--- src/rtl/ps2_keyboard_fifo_if.sv ---
// ps2_keyboard_fifo_if
// Key-event read bus between the PS/2 keyboard receiver and its consumer
// (the ARM-side game logic).
//   RD_EN      consumer -> receiver  pop the head event
//   CODE       receiver -> consumer  scan code at the FIFO head
//   EXTENDED   receiver -> consumer  head event was prefixed by E0
//   BREAK      receiver -> consumer  head event was prefixed by F0
//   EMPTY      receiver -> consumer  no events stored
//   FULL       receiver -> consumer  FIFO_DEPTH events stored
//   COUNT      receiver -> consumer  number of stored events
//   KEY_PRESS  receiver -> consumer  one-cycle pulse on each stored key press
// The master modport is the receiver side, the slave modport the consumer.
interface ps2_keyboard_fifo_if #(
  parameter int FIFO_DEPTH = 8
);
  localparam int CNT_W = $clog2(FIFO_DEPTH) + 1;

  logic             RD_EN;
  logic [7:0]       CODE;
  logic             EXTENDED;
  logic             BREAK;
  logic             EMPTY;
  logic             FULL;
  logic [CNT_W-1:0] COUNT;
  logic             KEY_PRESS;

  modport master (
    input  RD_EN,
    output CODE, EXTENDED, BREAK, EMPTY, FULL, COUNT, KEY_PRESS
  );

  modport slave (
    output RD_EN,
    input  CODE, EXTENDED, BREAK, EMPTY, FULL, COUNT, KEY_PRESS
  );
endinterface

--- src/rtl/ps2_keyboard_fifo.sv ---
// ps2_keyboard_fifo
// PS/2 keyboard receiver: synchronises and glitch-filters the keyboard
// clock, receives 11-bit frames (start, 8 data LSB first, odd parity,
// stop), guards partial frames with a watchdog, decodes the E0/F0 prefix
// bytes and buffers key events in a show-ahead FIFO.
// Optional feature macro: PS2_BREAK_DECODE_EN. When defined, E0 and F0 are
// folded into the EXTENDED/BREAK flags of the following event; when
// undefined every good byte is stored as a plain event.
// Ports:
//   CLK, RST          system clock, synchronous active-high reset
//   PS2_CLK, PS2_DATA asynchronous keyboard lines
//   CLR_ERR           clears the sticky ERR and OVERFLOW flags
//   ev (master)       event read bus (see ps2_keyboard_fifo_if)
//   LAST_CODE         last good byte received, prefixes included
//   ERR               sticky frame error (start, parity or stop bit)
//   OVERFLOW          sticky flag: an event was dropped on a full FIFO
module ps2_keyboard_fifo #(
  parameter int FIFO_DEPTH     = 8,
  parameter int FILTER_LEN     = 8,
  parameter int TIMEOUT_CYCLES = 50000
) (
  input  logic                       CLK,
  input  logic                       RST,
  input  logic                       PS2_CLK,
  input  logic                       PS2_DATA,
  input  logic                       CLR_ERR,
  ps2_keyboard_fifo_if.master        ev,
  output logic [7:0]                 LAST_CODE,
  output logic                       ERR,
  output logic                       OVERFLOW
);
  localparam int PTR_W = $clog2(FIFO_DEPTH);
  localparam int CNT_W = PTR_W + 1;
  localparam int FLT_W = $clog2(FILTER_LEN + 1);
  localparam int WD_W  = $clog2(TIMEOUT_CYCLES + 1);

  typedef enum logic [1:0] {IDLE, DATA, PARITY, STOP} rx_state_t;

  logic ps2_clk_s1_q, ps2_clk_s2_q, ps2_data_s1_q, ps2_data_s2_q;
  logic flt_q, flt_d;
  logic [FLT_W-1:0] flt_cnt_q, flt_cnt_d;
  logic strobe;

  rx_state_t state_q, state_d;
  logic [7:0] shift_q, shift_d;
  logic [2:0] bit_cnt_q, bit_cnt_d;
  logic parity_q, parity_d;
  logic [WD_W-1:0] wd_cnt_q, wd_cnt_d;
  logic err_set, byte_good;

  logic push_req;
  logic [9:0] push_data;

  logic [9:0] mem_q [FIFO_DEPTH];
  logic [9:0] mem_d [FIFO_DEPTH];
  logic [PTR_W-1:0] wr_ptr_q, wr_ptr_d, rd_ptr_q, rd_ptr_d;
  logic [CNT_W-1:0] count_q, count_d;
  logic full, empty, do_push, do_pop, ovf_set;
  logic key_press_q, key_press_d;
  logic [7:0] last_code_q, last_code_d;
  logic err_q, err_d, ovf_q, ovf_d;
  logic [9:0] head;

  // The keyboard lines idle high, so the synchronisers reset to 1 to avoid
  // a spurious falling edge right after reset.
  always_ff @(posedge CLK) begin
    if (RST) begin
      ps2_clk_s1_q  <= 1'b1;
      ps2_clk_s2_q  <= 1'b1;
      ps2_data_s1_q <= 1'b1;
      ps2_data_s2_q <= 1'b1;
    end else begin
      ps2_clk_s1_q  <= PS2_CLK;
      ps2_clk_s2_q  <= ps2_clk_s1_q;
      ps2_data_s1_q <= PS2_DATA;
      ps2_data_s2_q <= ps2_data_s1_q;
    end
  end

  // Glitch filter: the filtered clock follows the synchronised clock only
  // after FILTER_LEN consecutive samples disagree with it. Any agreeing
  // sample restarts the count, so short pulses never get through.
  always_comb begin
    flt_d     = flt_q;
    flt_cnt_d = '0;
    if (ps2_clk_s2_q != flt_q) begin
      if (flt_cnt_q == FLT_W'(FILTER_LEN - 1)) flt_d = ps2_clk_s2_q;
      else flt_cnt_d = flt_cnt_q + FLT_W'(1);
    end
  end

  assign strobe = flt_q & ~flt_d;

  // Frame receiver with watchdog. The watchdog only runs inside a frame
  // and is restarted by every strobe; on expiry the partial frame is
  // dropped without raising ERR, since a stalled keyboard is not a
  // corrupted byte.
  always_comb begin
    state_d   = state_q;
    shift_d   = shift_q;
    bit_cnt_d = bit_cnt_q;
    parity_d  = parity_q;
    wd_cnt_d  = '0;
    err_set   = 1'b0;
    byte_good = 1'b0;
    if (state_q != IDLE) wd_cnt_d = wd_cnt_q + WD_W'(1);
    if (strobe) begin
      wd_cnt_d = '0;
      case (state_q)
        IDLE: begin
          if (!ps2_data_s2_q) begin
            state_d   = DATA;
            bit_cnt_d = '0;
          end else begin
            err_set = 1'b1;
          end
        end
        DATA: begin
          shift_d   = {ps2_data_s2_q, shift_q[7:1]};
          bit_cnt_d = bit_cnt_q + 3'd1;
          if (bit_cnt_q == 3'd7) state_d = PARITY;
        end
        PARITY: begin
          parity_d = ps2_data_s2_q;
          state_d  = STOP;
        end
        STOP: begin
          if ((^{shift_q, parity_q}) && ps2_data_s2_q) byte_good = 1'b1;
          else err_set = 1'b1;
          state_d = IDLE;
        end
        default: state_d = IDLE;
      endcase
    end else if (state_q != IDLE && wd_cnt_q == WD_W'(TIMEOUT_CYCLES - 1)) begin
      state_d = IDLE;
    end
  end

`ifdef PS2_BREAK_DECODE_EN
  logic ext_q, ext_d, brk_q, brk_d;

  // Prefix bytes only arm the flags; the next ordinary byte carries them
  // into the FIFO and disarms them.
  always_comb begin
    ext_d     = ext_q;
    brk_d     = brk_q;
    push_req  = 1'b0;
    push_data = {ext_q, brk_q, shift_q};
    if (byte_good) begin
      if (shift_q == 8'hE0) ext_d = 1'b1;
      else if (shift_q == 8'hF0) brk_d = 1'b1;
      else begin
        push_req = 1'b1;
        ext_d    = 1'b0;
        brk_d    = 1'b0;
      end
    end
  end

  always_ff @(posedge CLK) begin
    if (RST) begin
      ext_q <= 1'b0;
      brk_q <= 1'b0;
    end else begin
      ext_q <= ext_d;
      brk_q <= brk_d;
    end
  end
`else
  assign push_req  = byte_good;
  assign push_data = {2'b00, shift_q};
`endif

  // Event FIFO. A pop frees the head slot on the same edge, so a push into
  // a full FIFO is accepted when a pop happens alongside it.
  always_comb begin
    full     = (count_q == CNT_W'(FIFO_DEPTH));
    empty    = (count_q == '0);
    do_pop   = ev.RD_EN && !empty;
    do_push  = push_req && (!full || do_pop);
    ovf_set  = push_req && full && !do_pop;
    mem_d    = mem_q;
    if (do_push) mem_d[wr_ptr_q] = push_data;
    wr_ptr_d = wr_ptr_q + PTR_W'(do_push);
    rd_ptr_d = rd_ptr_q + PTR_W'(do_pop);
    count_d  = count_q;
    if (do_push && !do_pop) count_d = count_q + CNT_W'(1);
    else if (!do_push && do_pop) count_d = count_q - CNT_W'(1);
    key_press_d = do_push && !push_data[8];
    last_code_d = byte_good ? shift_q : last_code_q;
    err_d       = err_set | (err_q & ~CLR_ERR);
    ovf_d       = ovf_set | (ovf_q & ~CLR_ERR);
  end

  always_ff @(posedge CLK) begin
    if (RST) begin
      flt_q       <= 1'b1;
      flt_cnt_q   <= '0;
      state_q     <= IDLE;
      shift_q     <= '0;
      bit_cnt_q   <= '0;
      parity_q    <= 1'b0;
      wd_cnt_q    <= '0;
      wr_ptr_q    <= '0;
      rd_ptr_q    <= '0;
      count_q     <= '0;
      key_press_q <= 1'b0;
      last_code_q <= '0;
      err_q       <= 1'b0;
      ovf_q       <= 1'b0;
    end else begin
      flt_q       <= flt_d;
      flt_cnt_q   <= flt_cnt_d;
      state_q     <= state_d;
      shift_q     <= shift_d;
      bit_cnt_q   <= bit_cnt_d;
      parity_q    <= parity_d;
      wd_cnt_q    <= wd_cnt_d;
      wr_ptr_q    <= wr_ptr_d;
      rd_ptr_q    <= rd_ptr_d;
      count_q     <= count_d;
      key_press_q <= key_press_d;
      last_code_q <= last_code_d;
      err_q       <= err_d;
      ovf_q       <= ovf_d;
    end
  end

  // Storage needs no reset: the head outputs are forced to zero while the
  // FIFO is empty, so stale contents are never visible.
  always_ff @(posedge CLK) begin
    mem_q <= mem_d;
  end

  assign head         = mem_q[rd_ptr_q];
  assign ev.CODE      = empty ? 8'h00 : head[7:0];
  assign ev.BREAK     = empty ? 1'b0 : head[8];
  assign ev.EXTENDED  = empty ? 1'b0 : head[9];
  assign ev.EMPTY     = empty;
  assign ev.FULL      = full;
  assign ev.COUNT     = count_q;
  assign ev.KEY_PRESS = key_press_q;
  assign LAST_CODE    = last_code_q;
  assign ERR          = err_q;
  assign OVERFLOW     = ovf_q;
endmodule

--- src/flat_wrapper.sv ---
// flat-port wrapper written by rule: the top's interface ports become plain ports
module ps2_keyboard_fifo_flat 
#(
  parameter int FIFO_DEPTH     = 8,
  parameter int FILTER_LEN     = 8,
  parameter int TIMEOUT_CYCLES = 50000
)
  (CLK, RST, PS2_CLK, PS2_DATA, CLR_ERR, LAST_CODE, ERR, OVERFLOW, ev_RD_EN, ev_CODE, ev_EXTENDED, ev_BREAK, ev_EMPTY, ev_FULL, ev_COUNT, ev_KEY_PRESS);
  ps2_keyboard_fifo_if #(.FIFO_DEPTH(FIFO_DEPTH)) ev_i ();
  input  logic CLK;
  input  logic RST;
  input  logic PS2_CLK;
  input  logic PS2_DATA;
  input  logic CLR_ERR;
  output logic [7:0] LAST_CODE;
  output logic ERR;
  output logic OVERFLOW;
  input wire logic [$bits(ev_i.RD_EN)-1:0] ev_RD_EN;
  output wire logic [$bits(ev_i.CODE)-1:0] ev_CODE;
  output wire logic [$bits(ev_i.EXTENDED)-1:0] ev_EXTENDED;
  output wire logic [$bits(ev_i.BREAK)-1:0] ev_BREAK;
  output wire logic [$bits(ev_i.EMPTY)-1:0] ev_EMPTY;
  output wire logic [$bits(ev_i.FULL)-1:0] ev_FULL;
  output wire logic [$bits(ev_i.COUNT)-1:0] ev_COUNT;
  output wire logic [$bits(ev_i.KEY_PRESS)-1:0] ev_KEY_PRESS;
  assign ev_i.RD_EN = ev_RD_EN;
  assign ev_CODE = ev_i.CODE;
  assign ev_EXTENDED = ev_i.EXTENDED;
  assign ev_BREAK = ev_i.BREAK;
  assign ev_EMPTY = ev_i.EMPTY;
  assign ev_FULL = ev_i.FULL;
  assign ev_COUNT = ev_i.COUNT;
  assign ev_KEY_PRESS = ev_i.KEY_PRESS;
  ps2_keyboard_fifo #(.FIFO_DEPTH(FIFO_DEPTH), .FILTER_LEN(FILTER_LEN), .TIMEOUT_CYCLES(TIMEOUT_CYCLES)) u_core (.CLK(CLK), .RST(RST), .PS2_CLK(PS2_CLK), .PS2_DATA(PS2_DATA), .CLR_ERR(CLR_ERR), .ev(ev_i), .LAST_CODE(LAST_CODE), .ERR(ERR), .OVERFLOW(OVERFLOW));
endmodule
--- config.mk ---
export PLATFORM = sky130hd
export DESIGN_NAME = ps2_keyboard_fifo_flat
export DESIGN_NICKNAME = d
export VERILOG_FILES = /design/src/rtl/ps2_keyboard_fifo_if.sv /design/src/rtl/ps2_keyboard_fifo.sv /design/src/flat_wrapper.sv
export SDC_FILE = /design/constraint.sdc
export NUM_CORES = 1
export LEC_CHECK = 0
export ABC_AREA = 1
export BUFFER_PORTS_ARGS = -buffer_cell sky130_fd_sc_hd__buf_2
export CORE_UTILIZATION = 54
export CTS_CLUSTER_SIZE = 28
export DETAILED_ROUTE_END_ITERATION = 6
export HOLD_SLACK_MARGIN = 0.03
export MAX_ROUTING_LAYER = met4
export PLACE_DENSITY = 0.75
export RECOVER_POWER = 100
export SETUP_SLACK_MARGIN = 0.4
export SYNTH_ARGS = -nofsm -noshare
export SYNTH_HDL_FRONTEND = slang
export SYNTH_SLANG_ARGS = --single-unit
--- constraint.sdc ---
create_clock -name CLK -period 2.8 [get_ports CLK]
set_clock_uncertainty 0.2 [all_clocks]
set_input_delay 0.28 -clock CLK [delete_from_list [all_inputs] [get_ports CLK]]
set_output_delay 0.28 -clock CLK [all_outputs]
set_load 0.005 [all_outputs]
-- Word-level counts from Yosys, hierarchy flattened
Index checks and enable logic that the tools add are counted.
- add/sub/neg operators: 7
- magnitude comparators: 3
- equal/unequal tests: 11
- mux-type cells: 27
- bitwise operators: 11
- reduce and logical (&&, ||, !) cells: 27
- operator list (kind ; number):
    $bwmux 80 ; 1
    $bmux 10 s3 ; 1
    $demux 10 s3 ; 1
    $mux 10 ; 3
    $add 16x1->16 const B ; 1
    $eq 16x16->1 const B ; 1
    $mux 1 ; 10
    $logic_and 1x1->1 ; 9
    $reduce_xor 9->1 ; 1
    $add 4x1->4 const B ; 2
    $ge 4x4->1 const B ; 2
    $mux 2 ; 4
    $mux 4 ; 2
    $mux 8 ; 1
    $not 3->4 ; 2
    $pmux 2 s4 ; 1
    $reduce_bool 2->1 ; 4
    $add 3x1->3 ; 2
    $ne 3x3->1 const B ; 2
    $pmux 3 s2 ; 1
    $reduce_and 3->1 ; 2
    $reduce_or 3->1 ; 2
    $eq 2x2->1 const B ; 2
    $eq 4x3->1 const B ; 1
    18 further kinds ; 28
- register bits: 140
- input bits: 6
- output and inout bits: 27

-- Depth between registers and ports, before layout
Gate-level depths: netlist of run 1.
- depth in word-level cells: 11
- gate-level depth with buffers: 21
- mapped depth without buffers: 20

-- Least setup slack after synthesis of run 1
No wires, ideal clock.
- path kind: flip-flop to flip-flop
- from: reg u_core.flt_cnt_q[0]
- to: reg u_core.count_q[3], in the netlist u_core.ev.COUNT[3]
- library setup time: 0.119 ns
- arrival: 2.644 ns
- slack: -0.164 ns
- cell stages (with the launch flop): 21
- buffers on the path: 1
- cell sequence: dfxtp_1 ha_1 nand2_1 or2_4 nor3_4 inv_2 nor2_4 nand4_2 buf_6 nor2_8 ha_1 inv_1 ha_1 nand2_1 nand2_1 a21oi_1 nor2_1 nor2_1 nand2_1 o21ai_0 a21oi_1
- word-level cells in the longest chain between the ends: 10
- elaborated cells on any way between the ends: 12
- those cells by class: eq/ne (1); mux (4); bitwise (2); reduce/logical (5)
- RTL lines (element ; RTL line ; source):
    from (decl) ; ps2_keyboard_fifo.sv:41 ; logic [FLT_W-1:0] flt_cnt_q, flt_cnt_d;
    from (signal assigned) ; ps2_keyboard_fifo.sv:213 ; flt_cnt_q <= flt_cnt_d;
    $eq 4x3->1 (*) ; ps2_keyboard_fifo.sv:87 ; if (flt_cnt_q == FLT_W'(FILTER_LEN - 1)) flt_d = ps2_clk_s2_q;
    $mux 1 (*) ; ps2_keyboard_fifo.sv:87 ;
    $mux 1 (*) ; ps2_keyboard_fifo.sv:86 ; if (ps2_clk_s2_q != flt_q) begin
    $not 1->1 (*) ; ps2_keyboard_fifo.sv:92 ; assign strobe = flt_q & ~flt_d;
    $and 1x1->1 (*) ; ps2_keyboard_fifo.sv:92 ;
    $mux 1 (*) ; ps2_keyboard_fifo.sv:107 ; if (strobe) begin
    $logic_and 1x1->1 (*) ; ps2_keyboard_fifo.sv:180 ; do_push = push_req && (!full || do_pop);
    via u_core.do_push ; ps2_keyboard_fifo.sv:58 ; logic full, empty, do_push, do_pop, ovf_set;
    $logic_not 1->1 ; ps2_keyboard_fifo.sv:188 ; else if (!do_push && do_pop) count_d = count_q - CNT_W'(1);
    $logic_and 1x1->1 ; ps2_keyboard_fifo.sv:188 ;
    $reduce_bool 2->1 (no source line) ; -- ;
    to (signal assigned) ; ps2_keyboard_fifo.sv:221 ; count_q <= count_d;
    to (decl) ; ps2_keyboard_fifo.sv:57 ; logic [CNT_W-1:0] count_q, count_d;
Mark *: on every way through the listed nets, which the timed path passes. The rest lies on a longest branch.
A chain may end at the register's enable or synchronous reset.

-- Worst setup path in the final report of run 1
Same ends and word-level chain as after synthesis.

==> flow_metrics.tcl, run 1 <==
set metrics [dict create \
    status "finished clean" \
    yosys_warnings 0 \
    start_kind "flop" \
    multi_input_area_um2 2210 \
    num_vias 4375 \
    dp_hpwl_mm 7.13 \
    synth-adder-area-share_pct 3.94 \
    final_core_util_pct 76.0 \
    final_nets 687 \
    ys_seq_area_share_pct 59.2 \
    setup_ws_ns 0.110 \
    muxShareOfSynthArea_pct 0 \
    cts_tree "yes" \
    fin_total_pwr_uw 5110 \
    cts.clk_slew.worst_paths_ns 0.06 \
    irDropWorstVdd_mv 0.443 \
    yosys.cell_types.count 35 \
    grt_overflow 0 \
    htree_num_levels 4 \
    regArea_um2 3130 \
    fin_setup_tns_ns 0 \
    seq_power_share_pct 39.1 \
    grt_first_pass_wirelength_mm 18.8 \
    synth_edf_count 64 \
    coreArea_um2 9370 \
    relSlewSlack_pct 39.9 \
    min_period_ns 2.69 \
    cp.required_ns 3.01 \
    syn_inst 564 \
    drtIter0Drc 235 \
    layout_commonest_cell "nand2_1" \
    die_area_um2 10200 \
    synth_compound_area_share_pct 11.3 \
    grt_start_max_net_pins 34 \
    grt_pass1_vias 4059 \
    period_share_pct 96.1 \
    end_kind "flop" \
    gp_congestion 0.820 \
    numPortBuffers 30 \
    cts_buffers 17 \
    combPwrFrac_pct 22.9 \
    swShare_pct 30.1 \
    rows 35 \
    place_ws_ns -0.0671 \
    finalHoldViolCount 0 \
    cp_data_arrival_time_ns 2.90 \
    hold_path_class "input pin to flop" \
    cts-root-buf "clkbuf_8" \
    layout_common_cells "nand2_1, nor2_1, edfxtp_1, inv_1, dfxtp_1" \
    clock-sinks 124 \
    setup_viol 0 \
    syn_to_final_growth_pct 35.1 \
    routed_wl_mm 13.5 \
    r2r_slack_ns 0.11 \
    drc 0 \
    cellLeakagePower_uw 0.00285 \
    die_w_um 101 \
    clockPowerShare_pct 38.0 \
    cap_violations 0 \
    io_pins 33 \
    synth-xor-area-share_pct 1.49 \
    drv_slew 0 \
    antennaDiodeCount 0 \
    dieHeight_um 101 \
    hold_ws_ns 0.0867 \
    worst-setup-path-type "flop to flop" \
    drive_gt1_share_pct 28.5 \
    ys_async_sr_fraction_pct 0 \
    post_synth.cell_area_avg_um2 9.35 \
    synth_top_family_by_area "simple AND/OR/NAND/NOR gates" \
    rsz0062_at_grt "yes" \
    intPower_uw 3570 \
    grt_usage_pct 25.1 \
    post_drt_wl_per_cell_um 16.7 \
    synthSimpleGateAreaFrac_pct 18.0 \
    grt_antenna_before_repair 0 \
    synthFlopType "edfxtp_1" \
    worst_slew_pin_slew_ns 0.902 \
    via_per_inst 5.42 \
    synthesis.area_um2 5270 \
    fillers 577 \
    dr.pass1.iters 5 \
    p_per_area_nw_per_um2 718 \
    initial_core_util_pct 56.3 \
    ant_nets 0 \
    clk_latency_ns 0.52 \
    ys_seq_elements 124 \
    fmax_ghz 0.372 \
    path_max_fanout 3 \
    clockBufferDepth 2 \
    p_switching_uw 1540 \
]
-- cell families (layout without fill, tap and decap cells) --
kind of cell               Yosys count  after routing
AOI/OAI and AO/OA                  115            115
other                                1              2
and+or+nand+nor                    219            219
adders and majority gates           16             16
DFF                                124            124
buffers and inverters               80            193
xor gates and xnor gates             9              9
-- worst max-delay path: stages, from the launching register on --
cell	delay, ns
dfxtp_2	0.35
ha_4	0.14
nand2_2	0.05
or2_4	0.24
nor3_4	0.15
inv_2	0.08
nor2_4	0.10
nand4_4	0.12
nor2_8	0.13
ha_4	0.15
inv_4	0.05
ha_4	0.20
nand2_2	0.07
nand2_2	0.05
a21oi_2	0.12
nor2_1	0.05
nor2_1	0.10
nand2_1	0.08
o21ai_1	0.12
a21oi_1	0.05
-- final timing paths --
check / start / endpoint / cells after the start
setup reg to reg: u_core.flt_cnt_q[0]$_SDFF_PP0_ / u_core.ev.COUNT[3]$_SDFFE_PP0P_ / 19
hold reg to reg: u_core.ps2_clk_s1_q$_SDFF_PP1_ / u_core.ps2_clk_s2_q$_SDFF_PP1_ / 1
hold / removal: ev_RD_EN / u_core.ev.KEY_PRESS$_SDFF_PP0_ / 5
setup / recovery: u_core.flt_cnt_q[0]$_SDFF_PP0_ / u_core.ev.COUNT[3]$_SDFFE_PP0P_ / 19
-- through the flow --
stage	cell area, um^2	std cells
after CTS	6570	780
after detailed placement	5780	728
after floorplan	5390	565
final	7130	807
after global placement	5780	728
after global routing	7130	807
-- Yosys cell counts (2+ instances only) --
library cell	count	area (um^2)
nand3_1	13	65.1
o22ai_1	8	50.1
clkbuf_1	13	48.8
nor3_1	8	40.0
xor2_1	6	52.6
a31oi_1	8	50.1
or2_2	5	31.3
xnor2_1	3	26.3
inv_1	61	229
buf_4	2	15.0
nor4_1	2	12.5
edfxtp_1	64	1920
nand4_1	3	18.8
nand2_1	84	315
nand2_4	2	22.5
nor2_1	94	353
a21oi_1	36	180
dfxtp_1	60	1200
o21ai_0	62	310
ha_1	15	188
-- area by class of cell --
cell class / count / share of cell area, %
Clock buffer: 18 / 5.86
Clock inverter: 14 / 1.56
Inverter: 63 / 3.51
Multi-Input combinational cell: 361 / 31.0
Sequential cell: 124 / 44.0
Tap cell: 129 / 2.27
Timing Repair Buffer: 95 / 11.5
Timing Repair inverter: 3 / 0.316
-- power by group through the flow --
stage               Combinational, uW  Sequential [uW]  Clock, uW
floorplan                         501             2010          0
detailed placement                776             2000          0
CTS                               812             1980       1950
global placement                  751             2000          0
finish                           1170             2000       1940
global route                     1300             2000       2030
-- sequential cells by signal, indices dropped and copies added, names as in the netlist, 2 cells and up --
signal            flops
u_core.wd_cnt_q      16
u_core.shift_q        8
u_core.rd_ptr_q       3
u_core.state_q        2
u_core.mem_q         64
u_core.ev.COUNT       4
u_core.flt_cnt_q      4
u_core.LAST_CODE      8
u_core.bit_cnt_q      3
u_core.wr_ptr_q       3
-- repair_timing --
item	in CTS	in global routing
buffers inserted	14	24
setup endpoints to repair	77	94
pin swaps	17	36
resized for setup	11	133
hold endpoints to repair	13	0
hold buffers	4	0
gates cloned	2	3
-- per-layer routing --
| layer | part of all wire (%) | vias to the layer above | GRT usage, % |
|---|---|---|---|
| li1 | - | 2094 | - |
| met1 | 39 | 2087 | 28.9 |
| met2 | 53 | 158 | 42.4 |
| met3 | 5.3 | 36 | 7.42 |
| met4 | 2.5 | 0 | 7.92 |
| met5 | 0 | - | - |
(Power assumes the default switching activity.)
==> run 2: changes to the inputs <==
--- a/config.mk
+++ b/config.mk
@@ -7,12 +7,13 @@
 export LEC_CHECK = 0
 export ABC_AREA = 1
 export BUFFER_PORTS_ARGS = -buffer_cell sky130_fd_sc_hd__buf_2
-export CORE_UTILIZATION = 54
+export CORE_UTILIZATION = 30
+export CTS_BUF_LIST = sky130_fd_sc_hd__clkbuf_4
 export CTS_CLUSTER_SIZE = 28
 export DETAILED_ROUTE_END_ITERATION = 6
 export HOLD_SLACK_MARGIN = 0.03
 export MAX_ROUTING_LAYER = met4
-export PLACE_DENSITY = 0.75
+export PLACE_DENSITY = 0.47
 export RECOVER_POWER = 100
 export SETUP_SLACK_MARGIN = 0.4
 export SYNTH_ARGS = -nofsm -noshare
==> run 2 against run 1 <==
Total power down 20%. Setup slack got worse by 0.019 ns. Design area is 11% lower. Clock-buffer cell count did not move. Non-clock buffer count decreased by 24. Sequential share of layout area rose by 5.6 points. Via count shrank 8.9%. Critical endpoint is now u_core.ev.COUNT[2]$_SDFFE_PP0P_. Largest power group unchanged.
==> flow_metrics.tcl, run 2 (synthesized netlist as in run 1, its figures left out) <==
set metrics [dict create \
    end_kind "flop" \
    drtIter0Drc 131 \
    worst_slew_pin_slew_ns 0.908 \
    drv_slew 0 \
    finalHoldViolCount 0 \
    worst-setup-path-type "flop to flop" \
    setup_ws_ns 0.0907 \
    r2r_end "u_core.ev.COUNT[2]$_SDFFE_PP0P_" \
    drc 0 \
    routed_wl_mm 11.8 \
    gp_congestion 0.754 \
    fmax_ghz 0.369 \
    coreArea_um2 17200 \
    drive_gt1_share_pct 16.8 \
    cts_buffers 17 \
    grt_overflow 0 \
    grt_first_pass_wirelength_mm 18.8 \
    syn_to_final_growth_pct 19.9 \
    relSlewSlack_pct 39.5 \
    htree_num_levels 4 \
    top_register "u_core.mem_q" \
    clk_latency_ns 0.54 \
    path_max_fanout 3 \
    min_period_ns 2.71 \
    num_vias 3985 \
    cellLeakagePower_uw 0.00254 \
    clock-sinks 124 \
    crit_path_start "u_core.flt_cnt_q[0]$_SDFF_PP0_" \
    cts-root-buf "clkbuf_4" \
    irDropWorstVdd_mv 0.292 \
    cap_violations 0 \
    status "finished clean" \
    grt_usage_pct 14.2 \
    final_core_util_pct 36.7 \
    start_kind "flop" \
    cts.clk_slew.worst_paths_ns 0.11 \
    clockBufferDepth 2 \
    dieHeight_um 135 \
    die_area_um2 18100 \
    grt_antenna_before_repair 1 \
    via_per_inst 4.53 \
    io_pins 33 \
    cts_tree "yes" \
    p_per_area_nw_per_um2 649 \
    grt_pass1_vias 3826 \
    cp.required_ns 3.04 \
    numPortBuffers 30 \
    r2r_cells 16 \
    rsz0062_at_grt "yes" \
    largest_register_ffs 64 \
    layout_commonest_cell "nor2_1" \
    ant_nets 0 \
    cp_data_arrival_time_ns 2.95 \
    die_w_um 135 \
    setup_viol 0 \
    grt_start_max_net_pins 34 \
    dp_hpwl_mm 7.45 \
    cp-endpoint "u_core.ev.COUNT[2]$_SDFFE_PP0P_" \
    reg2reg_from "u_core.flt_cnt_q[0]$_SDFF_PP0_" \
    place_ws_ns -0.0436 \
    rows 48 \
    layout_common_cells "nor2_1, nand2_1, edfxtp_1, inv_1, dfxtp_1" \
    post_drt_wl_per_cell_um 13.5 \
    dr.pass1.iters 4 \
    r2r_slack_ns 0.09 \
    final_nets 663 \
    largest_registers "u_core.mem_q x64, u_core.wd_cnt_q x16" \
    hold_path_class "flop to flop" \
    period_share_pct 96.8 \
    initial_core_util_pct 30.6 \
]
-- run 2: worst max-delay path: stages (launching register included) --
cell     delay, ns
dfxtp_2       0.36
ha_4          0.14
nand2_2       0.04
or2_4         0.24
nor3_4        0.13
inv_2         0.07
nor2_4        0.10
nand4_4       0.12
nor2_8        0.13
ha_4          0.15
inv_4         0.05
buf_4         0.12
buf_4         0.12
fa_2          0.33
xor2_1        0.15
o21ai_1       0.12
inv_1         0.05
-- run 2: layer usage --
| layer | up-vias | share of wire (%) | GRT usage (%) |
|---|---|---|---|
| met3 | 8 | 3.2 | 3.87 |
| met1 | 1872 | 48 | 17.0 |
| met4 | 0 | 1.0 | 5.24 |
| met5 | - | 0 | - |
| li1 | 2036 | - | - |
| met2 | 69 | 48 | 23.0 |
-- run 2: how the worst min path moves through the flow --
stage | from | to | cells after the start
2_1_floorplan | PS2_CLK | u_core.ps2_clk_s1_q$_SDFF_PP1_ | 1
3_3_place_gp | u_core.ps2_data_s1_q$_SDFF_PP1_ | u_core.ps2_data_s2_q$_SDFF_PP1_ | 1
3_5_place_dp | u_core.ps2_clk_s1_q$_SDFF_PP1_ | u_core.ps2_clk_s2_q$_SDFF_PP1_ | 1
4_1_cts | PS2_CLK | u_core.ps2_clk_s1_q$_SDFF_PP1_ | 3
5_1_grt | PS2_CLK | u_core.ps2_clk_s1_q$_SDFF_PP1_ | 3
6_report | u_core.ps2_clk_s1_q$_SDFF_PP1_ | u_core.ps2_clk_s2_q$_SDFF_PP1_ | 1
-- run 2: timing repair --
item | 4_1_cts | 5_1_grt
endpoints found under the hold margin | 15 | 0
setup endpoints to repair | 77 | 85
gates cloned | 2 | 1
gates resized for setup | 19 | 15
pin swaps | 17 | 6
setup buffers | 8 | 6
hold buffers | 6 | 0
-- run 2: power by group --
part / switching (uW) / internal (uW)
Combinational: 515 / 357
Sequential: 65.2 / 1930
Clock: 699 / 539
-- run 2: cell type report --
| type | count | area (um^2) |
|---|---|---|
| Antenna cell | 1 | 2.50 |
| Clock buffer | 18 | 135 |
| Clock inverter | 13 | 144 |
| Fill cell | 1752 | 10900 |
| Inverter | 63 | 251 |
| Multi-Input combinational cell | 361 | 1910 |
| Sequential cell | 124 | 3130 |
| Tap cell | 225 | 282 |
| Timing Repair Buffer | 71 | 449 |
| Timing Repair inverter | 3 | 20.0 |
-- run 2: metrics by stage --
step                total power [uW]  hold WS [ns]  area (um^2)  instances  TNS [ns]
CTS                             4180         0.211         6430        871         0
global placement                2810         0.194         5900        824         0
global route                    4360         0.226         6320        879   -0.0925
floorplan                       2510         0.184         5390        565   -0.0985
finish                          4100         0.219         6320        879         0
detailed placement              2820         0.198         5900        824   -0.0436
==> run 3: changes to the inputs <==
--- a/config.mk
+++ b/config.mk
@@ -7,14 +7,13 @@
 export LEC_CHECK = 0
 export ABC_AREA = 1
 export BUFFER_PORTS_ARGS = -buffer_cell sky130_fd_sc_hd__buf_2
-export CORE_UTILIZATION = 30
+export CORE_UTILIZATION = 55
 export CTS_BUF_LIST = sky130_fd_sc_hd__clkbuf_4
 export CTS_CLUSTER_SIZE = 28
 export DETAILED_ROUTE_END_ITERATION = 6
 export HOLD_SLACK_MARGIN = 0.03
 export MAX_ROUTING_LAYER = met4
-export PLACE_DENSITY = 0.47
-export RECOVER_POWER = 100
+export PLACE_DENSITY = 0.76
 export SETUP_SLACK_MARGIN = 0.4
 export SYNTH_ARGS = -nofsm -noshare
 export SYNTH_HDL_FRONTEND = slang
==> run 3 against run 2 <==
Combinational power grew 33%. Clock power is 9.7% higher. First-iteration DRC count rose by 74%. Setup slack got worse by 0.051 ns. Utilization increased by 36 points. Critical path depth rose by 3. Register-to-register slack lost 0.05 ns.
==> flow_metrics.tcl, run 3 (synthesized netlist as in run 1, its figures left out) <==
set metrics [dict create \
    cts.clk_slew.worst_paths_ns 0.12 \
    p_per_area_nw_per_um2 672 \
    io_pins 33 \
    start_kind "flop" \
    drive_gt1_share_pct 28.0 \
    numPortBuffers 30 \
    largest_register_ffs 64 \
    worst_slew_pin_slew_ns 0.627 \
    layout_common_cells "nor2_1, nand2_1, edfxtp_1, inv_1, dfxtp_1" \
    relSlewSlack_pct 58.2 \
    setup_viol 0 \
    clock-sinks 124 \
    clk_latency_ns 0.52 \
    die_w_um 99.9 \
    rows 35 \
    hold_ws_ns 0.0872 \
    syn_to_final_growth_pct 27.4 \
    swShare_pct 31.4 \
    grt.met1_usage_pct 28.0 \
    grt_first_pass_wirelength_mm 17.7 \
    cp.required_ns 3.02 \
    cp_data_arrival_time_ns 2.98 \
    routed_wl_mm 11.6 \
    rsz0062_at_grt "yes" \
    path_max_fanout 3 \
    combPwrFrac_pct 25.7 \
    fin_total_pwr_uw 4520 \
    ant_nets 0 \
    htree_num_levels 4 \
    top_usage_layer "met2" \
    p_switching_uw 1420 \
    initial_core_util_pct 56.8 \
    clockBufferDepth 2 \
    final_core_util_pct 72.3 \
    via_per_inst 5.24 \
    cellLeakagePower_uw 0.00274 \
    grt_antenna_before_repair 0 \
    irDropWorstVdd_mv 0.405 \
    post_drt_wl_per_cell_um 14.8 \
    grt_use_met2_pct 39.3 \
    period_share_pct 98.6 \
    min_period_ns 2.76 \
    worst-setup-path-type "flop to flop" \
    drv_slew 0 \
    fin_setup_tns_ns 0 \
    hold_path_class "input pin to flop" \
    dieHeight_um 99.9 \
    place_ws_ns -0.121 \
    finalHoldViolCount 0 \
    grt_start_max_net_pins 26 \
    fmax_ghz 0.362 \
    num_vias 4122 \
    seq_power_share_pct 44.2 \
    grt_use_met3_pct 4.87 \
    top_register "u_core.mem_q" \
    cap_violations 0 \
    die_area_um2 9980 \
    dp_hpwl_mm 6.97 \
    antennaDiodeCount 0 \
    clockPowerShare_pct 30.0 \
    setup_ws_ns 0.0396 \
    dr.pass1.iters 5 \
    drc 0 \
    grt_usage_pct 23.9 \
    final_nets 666 \
    status "finished clean" \
    cts-root-buf "clkbuf_4" \
    cts_buffers 17 \
    intPower_uw 3100 \
    grt_pass1_vias 3891 \
    end_kind "flop" \
    gp_congestion 0.783 \
    cts_tree "yes" \
    grt_overflow 0 \
    largest_registers "u_core.mem_q x64, u_core.wd_cnt_q x16" \
    coreArea_um2 9280 \
    drtIter0Drc 228 \
]
[run 3: area by class of cell]
cell class / count / area [um^2]
tap: 129 / 161
clock inverter: 15 / 188
sequential: 124 / 3140
timing repair inverter: 1 / 7.51
timing repair buffer: 76 / 667
fill: 637 / 2570
multi-input combinational: 361 / 2180
clock buffer: 17 / 128
inverter: 63 / 246
[run 3: worst paths after layout]
| check | startpoint | cells after the start | slack, ns | endpoint |
|---|---|---|---|---|
| worst max-delay path | u_core.flt_cnt_q[0]$_SDFF_PP0_ | 19 | 0.04 | u_core.ev.COUNT[3]$_SDFFE_PP0P_ |
| worst min-delay path | ev_RD_EN | 6 | 0.09 | u_core.OVERFLOW$_SDFF_PP0_ |
| worst max register to register | u_core.flt_cnt_q[0]$_SDFF_PP0_ | 19 | 0.04 | u_core.ev.COUNT[3]$_SDFFE_PP0P_ |
| worst min register to register | u_core.ps2_data_s1_q$_SDFF_PP1_ | 1 | 0.22 | u_core.ps2_data_s2_q$_SDFF_PP1_ |
[run 3: metrics by stage]
stage,instance area [um^2],cells
after floorplan,5390,565
after global placement,5770,727
after detailed placement,5770,727
after CTS,6340,775
after global routing,6720,786
final,6720,786
[run 3: worst max-delay path, stage by stage (launching register included)]
cell	delay, ns
dfxtp_2	0.37
ha_4	0.13
nand2_2	0.04
or2_4	0.24
nor3_4	0.14
inv_2	0.08
nor2_4	0.09
nand4_4	0.12
nor2_8	0.13
ha_4	0.15
inv_4	0.05
ha_4	0.21
nand2_2	0.06
nand2_2	0.04
a21oi_2	0.14
nor2_1	0.06
nor2_1	0.11
nand2_1	0.11
o21ai_2	0.13
a21oi_1	0.05
[run 3: layer usage]
layer  up-vias  share of wire, %  wire, um
met1      1945                42      4920
met3        16               4.6       536
met4         0               1.7       192
met2       114                51      5950
li1       2047                 -         -
met5         -                 0         0
[run 3: power groups by stage]
stage | logic (uW) | clock network (uW) | registers (uW)
finish | 1160 | 1360 | 2000
floorplan | 501 | 0 | 2010
detailed placement | 762 | 0 | 2010
global placement | 729 | 0 | 2010
global route | 1270 | 1450 | 2000
CTS | 842 | 1370 | 1980
[run 3: repair_timing]
action / CTS / global route
hold endpoints to repair: 14 / 0
pin swaps: 18 / 19
hold buffers: 5 / 0
setup endpoints to repair: 77 / 83
gates cloned: 0 / 3
gates resized for setup: 22 / 91
setup buffers: 11 / 8
